File: config.mk
export PLATFORM = sky130hd
export DESIGN_NAME = ysyx_24080006_if_stage_flat
export DESIGN_NICKNAME = d
export VERILOG_FILES = /design/src/rtl/ysyx_24080006_if_stage_if.sv /design/src/rtl/ysyx_24080006_if_stage.sv /design/src/flat_wrapper.sv
export SDC_FILE = /design/constraint.sdc
export NUM_CORES = 1
export LEC_CHECK = 0
export BUFFER_PORTS_ARGS = -buffer_cell sky130_fd_sc_hd__buf_2
export CORE_ASPECT_RATIO = 0.5
export CORE_MARGIN = 2
export CORE_UTILIZATION = 32
export CTS_BUF_LIST = sky130_fd_sc_hd__clkbuf_8
export CTS_CLUSTER_SIZE = 8
export DETAILED_ROUTE_END_ITERATION = 16
export PLACE_DENSITY_LB_ADDON = 0.25
export SLEW_MARGIN = 20
export SYNTH_ARGS = -nofsm -noshare
export SYNTH_HDL_FRONTEND = slang
export SYNTH_SLANG_ARGS = --single-unit
File: constraint.sdc
create_clock -name clock -period 1.7 [get_ports clock]
set_clock_uncertainty 0.2 [all_clocks]
set_input_delay 0.34 -clock clock [delete_from_list [all_inputs] [get_ports clock]]
set_output_delay 0.34 -clock clock [all_outputs]
set_load 0.01 [all_outputs]
File: src/rtl/ysyx_24080006_if_stage_if.sv
// Fetch-stage bus bundle: AXI4-Lite read channels, the fetch->decode
// valid/ready handshake and the next-PC pulse from write-back.
// The master modport is the fetch stage, the slave modport is its environment
// (memory slave, decode stage and write-back stage together).
interface ysyx_24080006_if_stage_if;
  // AXI4-Lite read address / read data channels
  logic [31:0] araddr;
  logic        arvalid;
  logic        arready;
  logic [31:0] rdata;
  logic [1:0]  rresp;
  logic        rvalid;
  logic        rready;
  // fetch -> decode
  logic        ifu2idu_valid;
  logic [31:0] ifu2idu_pc;
  logic [31:0] ifu2idu_inst;
  logic        ifu2idu_fault;
  logic        idu2ifu_ready;
  // write-back -> fetch
  logic        wbu2ifu_valid;
  logic [31:0] wbu2ifu_dnpc;

  modport master (
    output araddr, arvalid, rready,
    output ifu2idu_valid, ifu2idu_pc, ifu2idu_inst, ifu2idu_fault,
    input  arready, rdata, rresp, rvalid,
    input  idu2ifu_ready,
    input  wbu2ifu_valid, wbu2ifu_dnpc
  );

  modport slave (
    input  araddr, arvalid, rready,
    input  ifu2idu_valid, ifu2idu_pc, ifu2idu_inst, ifu2idu_fault,
    output arready, rdata, rresp, rvalid,
    output idu2ifu_ready,
    output wbu2ifu_valid, wbu2ifu_dnpc
  );
endinterface

File: src/rtl/ysyx_24080006_if_stage.sv
// Instruction fetch stage of the multi-cycle core.
// One AXI4-Lite read per instruction at the current PC; the returned word,
// its PC and a fault flag are held toward decode until accepted, then the
// stage idles until write-back supplies the next PC. Only one instruction is
// ever in flight. All outputs come straight from flops.
// Optional feature macro: IFU_PERF_EN enables the fetch performance counters;
// when undefined both perf ports are tied to zero and no counter flops exist.
module ysyx_24080006_if_stage #(
  parameter logic [31:0] RESET_PC = 32'h8000_0000
) (
  input  logic                            clock,
  input  logic                            reset,
  ysyx_24080006_if_stage_if.master        bus,
  output logic [31:0]                     perf_fetch_cnt,
  output logic [31:0]                     perf_fetch_cycles
);

  localparam logic [31:0] NOP_INST = 32'h0000_0013;

  typedef enum logic [1:0] {
    ST_AR      = 2'd0,
    ST_R       = 2'd1,
    ST_HOLD    = 2'd2,
    ST_WAIT_PC = 2'd3
  } state_t;

  // Word-aligned bus address for a (possibly misaligned) PC.
  function automatic logic [31:0] word_align(input logic [31:0] addr);
    word_align = {addr[31:2], 2'b00};
  endfunction

  // A fetch faults on a bus error response or on a misaligned PC.
  function automatic logic fetch_fault(input logic [1:0] resp, input logic [31:0] pc);
    fetch_fault = (resp != 2'b00) || (pc[1:0] != 2'b00);
  endfunction

  state_t      state_r, state_s;
  logic [31:0] pc_r, pc_s;
  logic [31:0] araddr_r, araddr_s;
  logic        arvalid_r, arvalid_s;
  logic        rready_r, rready_s;
  logic        valid_r, valid_s;
  logic [31:0] out_pc_r, out_pc_s;
  logic [31:0] inst_r, inst_s;
  logic        fault_r, fault_s;

  logic ar_fire_s;
  logic r_fire_s;
  logic id_fire_s;
  logic wb_fire_s;

  // Handshake events are only honoured in the state that expects them; an
  // early rvalid, a stray arready or an off-state wbu pulse is ignored.
  assign ar_fire_s = (state_r == ST_AR)      && arvalid_r && bus.arready;
  assign r_fire_s  = (state_r == ST_R)       && rready_r  && bus.rvalid;
  assign id_fire_s = (state_r == ST_HOLD)    && valid_r   && bus.idu2ifu_ready;
  assign wb_fire_s = (state_r == ST_WAIT_PC) && bus.wbu2ifu_valid;

  // State register with synchronous reset back to the address phase.
  always_ff @(posedge clock) begin
    if (reset) begin
      state_r <= ST_AR;
    end else begin
      state_r <= state_s;
    end
  end

  // Next-state decode: each state advances only on its own handshake.
  always_comb begin
    state_s = state_r;
    case (state_r)
      ST_AR: begin
        if (ar_fire_s) begin
          state_s = ST_R;
        end else begin
          state_s = ST_AR;
        end
      end
      ST_R: begin
        if (r_fire_s) begin
          state_s = ST_HOLD;
        end else begin
          state_s = ST_R;
        end
      end
      ST_HOLD: begin
        if (id_fire_s) begin
          state_s = ST_WAIT_PC;
        end else begin
          state_s = ST_HOLD;
        end
      end
      ST_WAIT_PC: begin
        if (wb_fire_s) begin
          state_s = ST_AR;
        end else begin
          state_s = ST_WAIT_PC;
        end
      end
      default: begin
        state_s = ST_AR;
      end
    endcase
  end

  // Next values of the registered outputs and the PC, decided from the
  // current state and the handshake that completes in it this cycle.
  always_comb begin
    pc_s      = pc_r;
    araddr_s  = araddr_r;
    arvalid_s = arvalid_r;
    rready_s  = rready_r;
    valid_s   = valid_r;
    out_pc_s  = out_pc_r;
    inst_s    = inst_r;
    fault_s   = fault_r;
    case (state_r)
      ST_AR: begin
        // arvalid rises on the first AR cycle and stays up until accepted.
        if (ar_fire_s) begin
          arvalid_s = 1'b0;
          rready_s  = 1'b1;
        end else begin
          arvalid_s = 1'b1;
          rready_s  = 1'b0;
        end
      end
      ST_R: begin
        // A faulting word is still captured and presented; decode traps it.
        if (r_fire_s) begin
          rready_s = 1'b0;
          valid_s  = 1'b1;
          out_pc_s = pc_r;
          inst_s   = bus.rdata;
          fault_s  = fetch_fault(bus.rresp, pc_r);
        end else begin
          rready_s = 1'b1;
        end
      end
      ST_HOLD: begin
        // Presented fields stay frozen until decode takes them.
        if (id_fire_s) begin
          valid_s = 1'b0;
        end else begin
          valid_s = 1'b1;
        end
      end
      ST_WAIT_PC: begin
        if (wb_fire_s) begin
          pc_s      = bus.wbu2ifu_dnpc;
          araddr_s  = word_align(bus.wbu2ifu_dnpc);
          arvalid_s = 1'b1;
        end else begin
          arvalid_s = 1'b0;
        end
      end
      default: begin
        arvalid_s = 1'b0;
        rready_s  = 1'b0;
        valid_s   = 1'b0;
      end
    endcase
  end

  // Output and PC registers; reset abandons any outstanding read.
  always_ff @(posedge clock) begin
    if (reset) begin
      pc_r      <= RESET_PC;
      araddr_r  <= RESET_PC;
      arvalid_r <= 1'b0;
      rready_r  <= 1'b0;
      valid_r   <= 1'b0;
      out_pc_r  <= RESET_PC;
      inst_r    <= NOP_INST;
      fault_r   <= 1'b0;
    end else begin
      pc_r      <= pc_s;
      araddr_r  <= araddr_s;
      arvalid_r <= arvalid_s;
      rready_r  <= rready_s;
      valid_r   <= valid_s;
      out_pc_r  <= out_pc_s;
      inst_r    <= inst_s;
      fault_r   <= fault_s;
    end
  end

  assign bus.araddr        = araddr_r;
  assign bus.arvalid       = arvalid_r;
  assign bus.rready        = rready_r;
  assign bus.ifu2idu_valid = valid_r;
  assign bus.ifu2idu_pc    = out_pc_r;
  assign bus.ifu2idu_inst  = inst_r;
  assign bus.ifu2idu_fault = fault_r;

`ifdef IFU_PERF_EN
  logic [31:0] perf_cnt_r;
  logic [31:0] perf_cyc_r;

  // Count completed fetches and cycles spent on the bus (AR or R); both wrap.
  always_ff @(posedge clock) begin
    if (reset) begin
      perf_cnt_r <= 32'd0;
      perf_cyc_r <= 32'd0;
    end else begin
      if (r_fire_s) begin
        perf_cnt_r <= perf_cnt_r + 32'd1;
      end else begin
        perf_cnt_r <= perf_cnt_r;
      end
      if ((state_r == ST_AR) || (state_r == ST_R)) begin
        perf_cyc_r <= perf_cyc_r + 32'd1;
      end else begin
        perf_cyc_r <= perf_cyc_r;
      end
    end
  end

  assign perf_fetch_cnt    = perf_cnt_r;
  assign perf_fetch_cycles = perf_cyc_r;
`else
  assign perf_fetch_cnt    = 32'd0;
  assign perf_fetch_cycles = 32'd0;
`endif

endmodule

File: src/flat_wrapper.sv
// flat-port wrapper written by rule: the top's interface ports become plain ports
module ysyx_24080006_if_stage_flat 
#(
  parameter logic [31:0] RESET_PC = 32'h8000_0000
)
  (clock, reset, perf_fetch_cnt, perf_fetch_cycles, bus_araddr, bus_arvalid, bus_rready, bus_ifu2idu_valid, bus_ifu2idu_pc, bus_ifu2idu_inst, bus_ifu2idu_fault, bus_arready, bus_rdata, bus_rresp, bus_rvalid, bus_idu2ifu_ready, bus_wbu2ifu_valid, bus_wbu2ifu_dnpc);
  ysyx_24080006_if_stage_if bus_i ();
  input  logic clock;
  input  logic reset;
  output logic [31:0] perf_fetch_cnt;
  output logic [31:0] perf_fetch_cycles;
  output wire logic [$bits(bus_i.araddr)-1:0] bus_araddr;
  output wire logic [$bits(bus_i.arvalid)-1:0] bus_arvalid;
  output wire logic [$bits(bus_i.rready)-1:0] bus_rready;
  output wire logic [$bits(bus_i.ifu2idu_valid)-1:0] bus_ifu2idu_valid;
  output wire logic [$bits(bus_i.ifu2idu_pc)-1:0] bus_ifu2idu_pc;
  output wire logic [$bits(bus_i.ifu2idu_inst)-1:0] bus_ifu2idu_inst;
  output wire logic [$bits(bus_i.ifu2idu_fault)-1:0] bus_ifu2idu_fault;
  input wire logic [$bits(bus_i.arready)-1:0] bus_arready;
  input wire logic [$bits(bus_i.rdata)-1:0] bus_rdata;
  input wire logic [$bits(bus_i.rresp)-1:0] bus_rresp;
  input wire logic [$bits(bus_i.rvalid)-1:0] bus_rvalid;
  input wire logic [$bits(bus_i.idu2ifu_ready)-1:0] bus_idu2ifu_ready;
  input wire logic [$bits(bus_i.wbu2ifu_valid)-1:0] bus_wbu2ifu_valid;
  input wire logic [$bits(bus_i.wbu2ifu_dnpc)-1:0] bus_wbu2ifu_dnpc;
  assign bus_araddr = bus_i.araddr;
  assign bus_arvalid = bus_i.arvalid;
  assign bus_rready = bus_i.rready;
  assign bus_ifu2idu_valid = bus_i.ifu2idu_valid;
  assign bus_ifu2idu_pc = bus_i.ifu2idu_pc;
  assign bus_ifu2idu_inst = bus_i.ifu2idu_inst;
  assign bus_ifu2idu_fault = bus_i.ifu2idu_fault;
  assign bus_i.arready = bus_arready;
  assign bus_i.rdata = bus_rdata;
  assign bus_i.rresp = bus_rresp;
  assign bus_i.rvalid = bus_rvalid;
  assign bus_i.idu2ifu_ready = bus_idu2ifu_ready;
  assign bus_i.wbu2ifu_valid = bus_wbu2ifu_valid;
  assign bus_i.wbu2ifu_dnpc = bus_wbu2ifu_dnpc;
  ysyx_24080006_if_stage #(.RESET_PC(RESET_PC)) u_core (.clock(clock), .reset(reset), .bus(bus_i), .perf_fetch_cnt(perf_fetch_cnt), .perf_fetch_cycles(perf_fetch_cycles));
endmodule
==> flow_metrics.py, run 1 <==
metrics = {
    "floorplanning": {
        "fp.coreArea_um2": 13550,
        "initial_core_util_pct": 32.84,
        "die_h_um": 87.39,
        "row_count": 30,
        "ios": 236,
        "fp.dieW_um": 170.8,
        "dieArea_um2": 14920,
    },
    "run_status": {
        "status": "complete, no violations",
    },
    "placed_design": {
        "place_congestion": 0.7520,
        "placed_area_um2": 5067,
        "place_inst": 862,
        "pre_cts_ws_ns": 0.03509,
        "hpwl_mm": 7.380,
        "port_buffers": 169,
    },
    "critical_path": {
        "worstPathRequired_ns": 1.73,
        "cp_max_fo": 3,
        "r2r-start": "u_core.state_r[0]$_SDFF_PP0_",
        "crit_path_start_kind": "flop",
        "cp.arrival_ns": 1.62,
        "end_kind": "flop",
        "worstSetupPathType": "reg -> reg",
        "cp-startpoint": "u_core.state_r[0]$_SDFF_PP0_",
    },
    "pwr": {
        "clock_power_share_pct": 37.3,
        "combPwrFrac_pct": 9.3,
        "seqPwrFrac_pct": 53.4,
        "p_switching_w": 0.001053,
        "p_leak_nw": 2.610,
        "powerDensity_nw_per_um2": 765.7,
        "p_int_w": 0.003482,
        "sw_frac_of_total_pct": 23.23,
        "ir_drop_uv": 289.2,
    },
    "finish": {
        "final_cell_mix": "nand2_1, buf_2, dfxtp_1",
        "areaGrowthSynthToFinish_pct": 33.09,
        "fillers": 1361,
        "diodes": 0,
        "fin_area_um2": 5923,
        "final_common_cell": "nand2_1",
        "regArea_um2": 2047,
        "post-route-util_pct": 43.71,
        "final_cells": 937,
        "nNetsFinal": 818,
        "multi_input_area_um2": 1767,
        "drive_gt1_share_pct": 29.80,
    },
    "route": {
        "wire_per_inst_um": 11.90,
        "ant_nets": 0,
        "vias_per_cell": 4.112,
        "drc": 0,
        "dr.first_iter.drc_count": 157,
        "wirelength_mm": 11.15,
        "num_vias": 3853,
        "drtPass1Iterations": 4,
    },
    "yosys": {
        "seq_area_frac_synth_pct": 45.88,
        "ys_types": 28,
        "ys_warn_count": 0,
        "avgSynthCellArea_um2": 8.048,
        "synth_cells": 553,
        "synth_seq_cells": 102,
        "netlist_area_um2": 4451,
    },
    "clock_tree": {
        "cts.reportedPaths.clkPinSlew_ns": 0.09,
        "cts_sinks": 102,
        "tritoncts": "built",
        "root_buffer": "clkbuf_8",
        "cts.htree.levels": 3,
        "cts_max_path_buffers": 2,
        "clk_latency_ns": 0.36,
        "cts_setup_buffers": 0,
        "cts_buffers": 9,
    },
    "sta": {
        "max_freq_ghz": 0.6277,
        "min_period_over_period_pct": 93.72,
        "hold_violations": 0,
        "fin_crit_ns": 1.593,
        "tns_ns": 0,
        "setup_viol": 0,
        "report.final.slew_viol_count": 0,
        "setup_ws_ns": 0.1068,
        "rsz0062_at_grt": "no",
    },
    "global_route": {
        "grt_overflow_total": 0,
        "track_usage_pct": 14.62,
        "antenna_found_initial": 0,
        "grt_pass1_vias": 3476,
        "grt_pass1_wl_mm": 17.28,
        "grt_start_max_net_pins": 44,
    },
    "run": {
        "maxCapViolations": 0,
    },
    "worst_hold_path": {
        "hp-class": "in -> reg",
        "hold_start": "bus_rdata[16]",
    },
}
==> stage by stage <==
stage | hold slack (ns) | total power, W
global placement | 0.2388 | 0.002780
global route | 0.004829 | 0.004748
CTS | 0.001481 | 0.004617
finish | 0.03136 | 0.004535
detailed placement | 0.2448 | 0.002782
floorplan | 0.2452 | 0.002755
==> worst max-delay path: stages (launching register included) <==
cell	delay (ns)
dfxtp_4	0.38
inv_1	0.07
ha_1	0.22
and3_1	0.19
a2111oi_2	0.33
a211oi_1	0.08
==> timing repair <==
action,4_1_cts,5_1_grt
endpoints found under the hold margin,60,0
gates resized for setup,0,10
setup endpoints to repair,0,40
hold buffers,60,0
==> state kept, by name, indices dropped and copies added (netlist names) <==
name and count:
u_core.state_r 2, u_core.bus.arvalid 1, u_core.bus.rready 1, u_core.bus.ifu2idu_fault 1, u_core.bus.ifu2idu_inst 32, u_core.bus.ifu2idu_pc 32, u_core.bus.ifu2idu_valid 1, u_core.pc_r 32
==> routing by layer <==
metal	share of wire, %	vias up	global-route usage (%)
met4	1.4	0	4.817
met3	5.0	15	3.135
li1	-	1973	-
met1	44	1743	17.22
met2	50	122	26.72
met5	0	-	0
==> power by group through the flow <==
stage | Sequential (W) | Combinational [W] | Clock [W]
floorplan | 0.00248 | 0.000273 | 0
global placement | 0.00248 | 0.000305 | 0
detailed placement | 0.00248 | 0.000305 | 0
CTS | 0.00242 | 0.000415 | 0.00178
global route | 0.00243 | 0.000467 | 0.00185
finish | 0.00242 | 0.000423 | 0.00169
==> cell type report <==
| class | instances | share of cell area (%) |
|---|---|---|
| sequential | 102 | 34.56 |
| multi-input combinational | 383 | 29.83 |
| timing repair buffer | 241 | 27.59 |
| tap | 192 | 4.056 |
| clock buffer | 10 | 2.324 |
| clock inverter | 5 | 1.394 |
| inverter | 4 | 0.2535 |
==> worst paths after layout <==
kind | slack (ns) | depth (start not counted) | end
worst max-delay path | 0.11 | 5 | u_core.state_r[0]$_SDFF_PP0_
worst min-delay path | 0.03 | 3 | u_core.bus.ifu2idu_inst[16]$_SDFFE_PP0P_
worst max register to register | 0.11 | 5 | u_core.state_r[0]$_SDFF_PP0_
worst min register to register | 0.25 | 2 | u_core.bus.ifu2idu_inst[17]$_SDFFE_PP0P_
==> Yosys cell counts <==
cell type	number	area [um^2]
a21oi_1	74	370.4
buf_6	3	33.78
buf_2	14	70.07
clkbuf_1	9	33.78
a21bo_2	1	10.01
nand3_1	2	10.01
inv_1	4	15.01
nand3b_1	5	37.54
nand2_1	196	735.7
ha_1	5	62.56
and3_1	2	12.51
or3_1	1	6.260
a21oi_2	19	166.4
buf_1	5	18.77
buf_8	1	15.01
buf_4	97	728.2
and2_1	1	6.260
nor2_1	1	3.750
a221oi_1	1	8.760
nor3_1	2	10.01
o21ai_0	1	5.000
a2111oi_0	1	8.760
nor2b_1	1	6.260
dfxtp_1	102	2042
conb_1	1	3.750
a211oi_1	2	15.01
o22ai_1	1	6.260
o41ai_1	1	8.760
==> kinds of logic (layout without fill, tap and decap cells) <==
| kind of cell | Yosys count | count (layout) | share of synthesized area [%] |
|---|---|---|---|
| simple gates | 211 | 211 | 18.61 |
| buf+inv | 133 | 260 | 20.55 |
| flops | 102 | 102 | 45.88 |
| compound gates | 101 | 101 | 13.47 |
| fa+ha+maj | 5 | 5 | 1.406 |
| other cells | 1 | 66 | 0.08426 |
Note: power is estimated with default switching activity, not from simulation.
==> run 2, diff against run 1 <==
- ABC_AREA: default -> 1
==> flow_metrics.py, run 2 <==
metrics = {
    "run_status": {
        "status": "complete, no violations",
    },
    "yosys": {
        "yosys-top-cells-area": "dfxtp_1, buf_4, nand2_1",
        "synth_cells": 568,
        "ys_warn_count": 0,
        "synth_ff_type": "dfxtp_1",
        "synth.top_cell.area_share_pct": 46.54,
        "avgSynthCellArea_um2": 7.725,
        "ys_types": 17,
        "synth_largest_area_cell": "dfxtp_1",
        "yosysMostFrequentCell": "nand2_1",
        "netlist_area_um2": 4388,
        "synth.top_cells.by_count": "nand2_1, dfxtp_1, buf_4",
        "synth_seq_cells": 102,
        "seq_area_frac_synth_pct": 46.54,
        "synth_edf_count": 0,
        "ys_async_sr_fraction_pct": 0,
    },
    "clock_tree": {
        "tritoncts": "built",
        "clk_latency_ns": 0.36,
        "cts_setup_buffers": 0,
        "cts_max_path_buffers": 2,
        "cts.htree.levels": 3,
        "cts_buffers": 9,
        "cts_sinks": 102,
        "cts.reportedPaths.clkPinSlew_ns": 0.09,
        "root_buffer": "clkbuf_8",
    },
    "floorplanning": {
        "initial_core_util_pct": 32.56,
        "die_h_um": 86.80,
        "ios": 236,
        "dieArea_um2": 14720,
        "row_count": 30,
        "fp.dieW_um": 169.6,
        "fp.coreArea_um2": 13480,
    },
    "sta": {
        "hold_violations": 0,
        "holdWs_ns": 0.02230,
        "min_period_over_period_pct": 92.41,
        "setup_viol": 0,
        "report.final.slew_viol_count": 0,
        "max_freq_ghz": 0.6365,
        "tns_ns": 0,
        "fin_crit_ns": 1.571,
    },
    "global_route": {
        "use_met2_pct": 25.08,
        "grt_pass1_vias": 3321,
        "antenna_found_initial": 0,
        "grt_pass1_wl_mm": 16.37,
        "grt_busiest_layer": "met2",
        "use_met1_pct": 16.95,
        "grt_start_max_net_pins": 44,
        "track_usage_pct": 14.14,
        "use_met3_pct": 3.607,
        "grt_overflow_total": 0,
    },
    "critical_path": {
        "cp-startpoint": "u_core.state_r[1]$_SDFF_PP0_",
        "r2r-start": "u_core.state_r[1]$_SDFF_PP0_",
        "slowest_stage": "dfxtp_1",
        "worst_r2r_path_depth": 7,
        "crit_path_start_kind": "flop",
        "cp.buffers_inverters": 3,
        "cp_num_cells": 7,
        "worstPathRequired_ns": 1.79,
        "cp.arrival_ns": 1.66,
        "end_kind": "flop",
        "cp_max_fo": 26,
        "slowest_delay_ns": 0.34,
        "worstSetupPathType": "reg -> reg",
        "path_cells": "inv_1, ha_4, nand3_4, inv_4, buf_12, nand2_1, a21oi_1",
        "crit_family": "buffers and inverters",
    },
    "pwr": {
        "ir_drop_uv": 433.7,
        "combPwrFrac_pct": 8.1,
        "p_switching_w": 0.0009995,
        "powerDensity_nw_per_um2": 786.7,
        "seqPwrFrac_pct": 56.4,
        "clock_power_share_pct": 35.5,
        "p_leak_nw": 2.547,
        "p_int_w": 0.003283,
        "sw_frac_of_total_pct": 23.34,
    },
    "route": {
        "ant_nets": 0,
        "wire_per_inst_um": 12.41,
        "drc": 0,
        "drtPass1Iterations": 4,
        "num_vias": 3777,
        "wirelength_mm": 11.20,
        "vias_per_cell": 4.187,
        "dr.first_iter.drc_count": 160,
    },
    "worst_hold_path": {
        "hold_start": "bus_wbu2ifu_dnpc[12]",
        "worstHoldPathCells": 3,
        "hp-class": "in -> reg",
    },
    "placed_design": {
        "hpwl_mm": 7.317,
        "port_buffers": 169,
        "place_congestion": 0.8016,
    },
    "finish": {
        "nNetsFinal": 800,
        "areaGrowthSynthToFinish_pct": 24.07,
        "final_cell_mix": "buf_2, nand2_1, dfxtp_1",
        "drive_gt1_share_pct": 27.55,
        "diodes": 0,
        "final_common_cell": "buf_2",
    },
    "run": {
        "maxCapViolations": 0,
    },
}
==> run 2: cell count changes after synthesis, moves of 6 or more <==
cell      before  now
nor2_1         1   70
nand2_1      196  145
o21ai_0        1   32
a21oi_2       19    0
a21oi_1       74   66
clkbuf_1       9   16
buf_2         14    8
inv_1          4   10
==> run 2: tightest hold or removal path, delay by kind of cell <==
kind	cells	cell delay, ns
AO/OA/AOI/OAI	1	0.07
buffers and inverters	1	0.07
AND/OR/NAND/NOR	1	0.07
==> run 2: layer usage <==
| layer | part of all wire (%) | wire, um |
|---|---|---|
| met2 | 49 | 5451 |
| met3 | 5.8 | 645 |
| met4 | 1.6 | 176 |
| met5 | 0 | 0 |
| met1 | 44 | 4924 |
==> run 2: logic make-up after synthesis <==
group	share of synthesized area (%)
adder cells (fa/ha/maj)	1.426
AND/OR/NAND/NOR	19.56
other	0.08546
flip-flops	46.54
buffers and inverters	21.21
AO/OA/AOI/OAI	11.18
==> run 2: final cells by class <==
| cell class | instances | area [um^2] |
|---|---|---|
| fillers | 1436 | 8031 |
| flip-flops and latches | 102 | 2042 |
| multi-input cells | 393 | 1679 |
| repair buffers | 206 | 1270 |
| well taps | 176 | 220.2 |
| clock buffers | 11 | 151.4 |
| inverters | 11 | 43.79 |
| clock inverters | 3 | 37.54 |
==> run 2: timing repair <==
action	in CTS	in global routing
resized for setup	0	6
hold buffers	23	0
endpoints found under the setup margin	0	60
hold endpoints to repair	23	0
==> run 2: final timing paths <==
check | end | slack [ns]
setup / recovery | u_core.bus.ifu2idu_inst[22]$_SDFFE_PP0P_ | 0.13
hold / removal | u_core.pc_r[12]$_SDFFE_PP0P_ | 0.02
setup reg to reg | u_core.bus.ifu2idu_inst[22]$_SDFFE_PP0P_ | 0.13
hold reg to reg | u_core.bus.ifu2idu_pc[23]$_SDFFE_PP0P_ | 0.26
==> run 2: power groups by stage <==
| stage | combinational [W] | sequential, W | clock (W) |
|---|---|---|---|
| final | 0.000348 | 0.00241 | 0.00152 |
| after global routing | 0.000390 | 0.00242 | 0.00166 |
| after CTS | 0.000336 | 0.00241 | 0.00160 |
| after detailed placement | 0.000295 | 0.00247 | 0 |
| after global placement | 0.000293 | 0.00247 | 0 |
| after floorplan | 0.000275 | 0.00247 | 0 |
==> run 2: metrics by stage <==
stage	setup WS (ns)	area [um^2]	util, %	instances	power (W)
after CTS	0.04892	5368	39.83	900	0.004354
final	0.1290	5444	40.40	902	0.004283
after detailed placement	0.07000	4949	36.72	863	0.002764
after floorplan	0.1531	4632	-	633	0.002749
after global routing	-0.001194	5444	40.40	902	0.004468
after global placement	0.1299	4949	36.72	863	0.002762
==> run 3, diff against run 2 <==
- CELL_PAD_IN_SITES_DETAIL_PLACEMENT: default -> 0
- CELL_PAD_IN_SITES_GLOBAL_PLACEMENT: default -> 1
- CORE_UTILIZATION: 32 -> 29
==> flow_metrics.py, run 3 (synthesis results as in run 2) <==
metrics = {
    "finish": {
        "post-route-util_pct": 39.24,
        "diodes": 0,
        "fillers": 1557,
        "nNetsFinal": 817,
        "areaGrowthSynthToFinish_pct": 30.77,
        "final_cell_mix": "buf_2, nand2_1, dfxtp_1",
        "drive_gt1_share_pct": 27.79,
        "final_common_cell": "buf_2",
    },
    "route": {
        "drtPass1Iterations": 4,
        "num_vias": 3846,
        "wire_per_inst_um": 12.65,
        "ant_nets": 0,
        "wirelength_mm": 11.93,
        "vias_per_cell": 4.078,
        "drc": 0,
        "dr.first_iter.drc_count": 117,
    },
    "floorplanning": {
        "row_count": 31,
        "die_h_um": 90.98,
        "dieArea_um2": 16190,
        "ios": 236,
        "fp.dieW_um": 178.0,
        "fp.coreArea_um2": 14620,
        "initial_core_util_pct": 30.01,
    },
    "global_route": {
        "track_usage_pct": 14.16,
        "antenna_found_initial": 0,
        "grt_start_max_net_pins": 37,
        "grt_overflow_total": 0,
        "grt_pass1_vias": 3610,
        "grt_pass1_wl_mm": 18.04,
    },
    "clock_tree": {
        "tritoncts": "built",
        "clk_latency_ns": 0.36,
        "cts_setup_buffers": 0,
        "cts.reportedPaths.clkPinSlew_ns": 0.09,
        "root_buffer": "clkbuf_8",
        "cts_max_path_buffers": 2,
        "cts_buffers": 9,
        "cts.htree.levels": 3,
        "cts_sinks": 102,
    },
    "placed_design": {
        "hpwl_mm": 8.050,
        "port_buffers": 169,
        "place_congestion": 0.7198,
    },
    "run": {
        "maxCapViolations": 0,
    },
    "run_status": {
        "status": "complete, no violations",
    },
    "worst_hold_path": {
        "hold_path_end": "u_core.bus.ifu2idu_inst[17]$_SDFFE_PP0P_",
        "hp-class": "in -> reg",
        "worstHoldPathCells": 3,
        "hold_start": "bus_rdata[17]",
    },
    "critical_path": {
        "cp.arrival_ns": 1.64,
        "r2r-start": "u_core.state_r[1]$_SDFF_PP0_",
        "r2r_slack_ns": 0.10,
        "worstPathRequired_ns": 1.74,
        "cp_max_fo": 18,
        "worst_r2r_path_depth": 7,
        "worstReg2RegEnd": "u_core.bus.ifu2idu_inst[0]$_SDFFE_PP1P_",
        "worstSetupPathType": "reg -> reg",
        "end_kind": "flop",
        "crit_path_start_kind": "flop",
    },
    "sta": {
        "min_period_over_period_pct": 94.06,
        "fin_crit_ns": 1.599,
        "max_freq_ghz": 0.6254,
        "report.final.slew_viol_count": 0,
        "setup_viol": 0,
        "hold_violations": 0,
    },
    "pwr": {
        "powerDensity_nw_per_um2": 837.5,
        "ir_drop_uv": 357.5,
        "p_leak_nw": 2.662,
        "p_total_w": 0.004806,
    },
}
## run 3: changes by cell type in the layout (fill, tap and decap cells not counted), sizes merged, moves of 2 or more
cell and change:
bufinv +3, clkinv +2, buf +5, inv -3, dlygate4sd3 +12
## run 3: per-stage QoR
step / area [um^2] / std cells / hold WS [ns] / TNS, ns / setup slack (ns)
2_1_floorplan: 4632 / 633 / 0.2518 / 0 / 0.1531
3_3_place_gp: 5039 / 890 / 0.2481 / 0 / 0.02189
3_5_place_dp: 5039 / 890 / 0.2500 / -0.8195 / -0.07499
4_1_cts: 5663 / 941 / 0.0003682 / 0 / 0.01609
5_1_grt: 5738 / 943 / 0.009007 / -0.004168 / -0.004168
6_report: 5738 / 943 / 0.02209 / 0 / 0.1009
## run 3: area by class of cell
| cell class | count | area (um^2) | area share, % |
|---|---|---|---|
| Clock buffer | 10 | 137.6 | 2.399 |
| Tap cell | 198 | 247.7 | 4.317 |
| Clock inverter | 6 | 132.6 | 2.311 |
| Inverter | 11 | 46.29 | 0.8068 |
| Timing Repair Buffer | 223 | 1465 | 25.53 |
| Sequential cell | 102 | 2042 | 35.59 |
| Multi-Input combinational cell | 393 | 1667 | 29.04 |
## run 3: how the worst max path moves through the flow
stage	startpoint	endpoint	slack, ns	cells past startpoint
after global routing	u_core.state_r[1]$_SDFF_PP0_	u_core.bus.ifu2idu_pc[31]$_SDFFE_PP1P_	-0.004	7
after global placement	u_core.state_r[1]$_SDFF_PP0_	u_core.bus.ifu2idu_inst[6]$_SDFFE_PP0P_	0.02	7
after floorplan	u_core.state_r[1]$_SDFF_PP0_	u_core.bus.ifu2idu_inst[21]$_SDFFE_PP0P_	0.15	7
final	u_core.state_r[1]$_SDFF_PP0_	u_core.bus.ifu2idu_inst[0]$_SDFFE_PP1P_	0.10	7
after CTS	u_core.state_r[1]$_SDFF_PP0_	u_core.bus.ifu2idu_inst[13]$_SDFFE_PP0P_	0.02	7
after detailed placement	u_core.state_r[1]$_SDFF_PP0_	u_core.bus.ifu2idu_inst[13]$_SDFFE_PP0P_	-0.07	7
## run 3: per-layer routing
metal  track usage, %  wire length (um)  up-vias
met5                0                 0        -
met4            3.210                91        0
met3            3.224               669        8
met2            25.84              5769      138
met1            16.82              5401     1738
li1                 -                 -     1962
## run 3: power by group
group / leakage [nW] / total [W] / switching (W) / internal, W
logic: 1.71 / 0.000377 / 0.000209 / 0.000168
clock network: 0.132 / 0.00201 / 0.000850 / 0.00116
registers: 0.822 / 0.00241 / 0.0000111 / 0.00240
total: 2.66 / 0.00481 / 0.00107 / 0.00374
## run 3: critical path, cell delays in order (launching register included)
cell and delay, ns:
dfxtp_1 0.38, inv_1 0.09, ha_1 0.23, nand3_4 0.13, clkinv_4 0.11, clkbuf_16 0.20, nand2_1 0.07, nand3_1 0.06
## run 3: timing repair
action,4_1_cts,5_1_grt
cloned,0,2
resized for setup,1,6
hold buffers,35,0
endpoints found under the setup margin,32,39
hold endpoints to repair,35,0
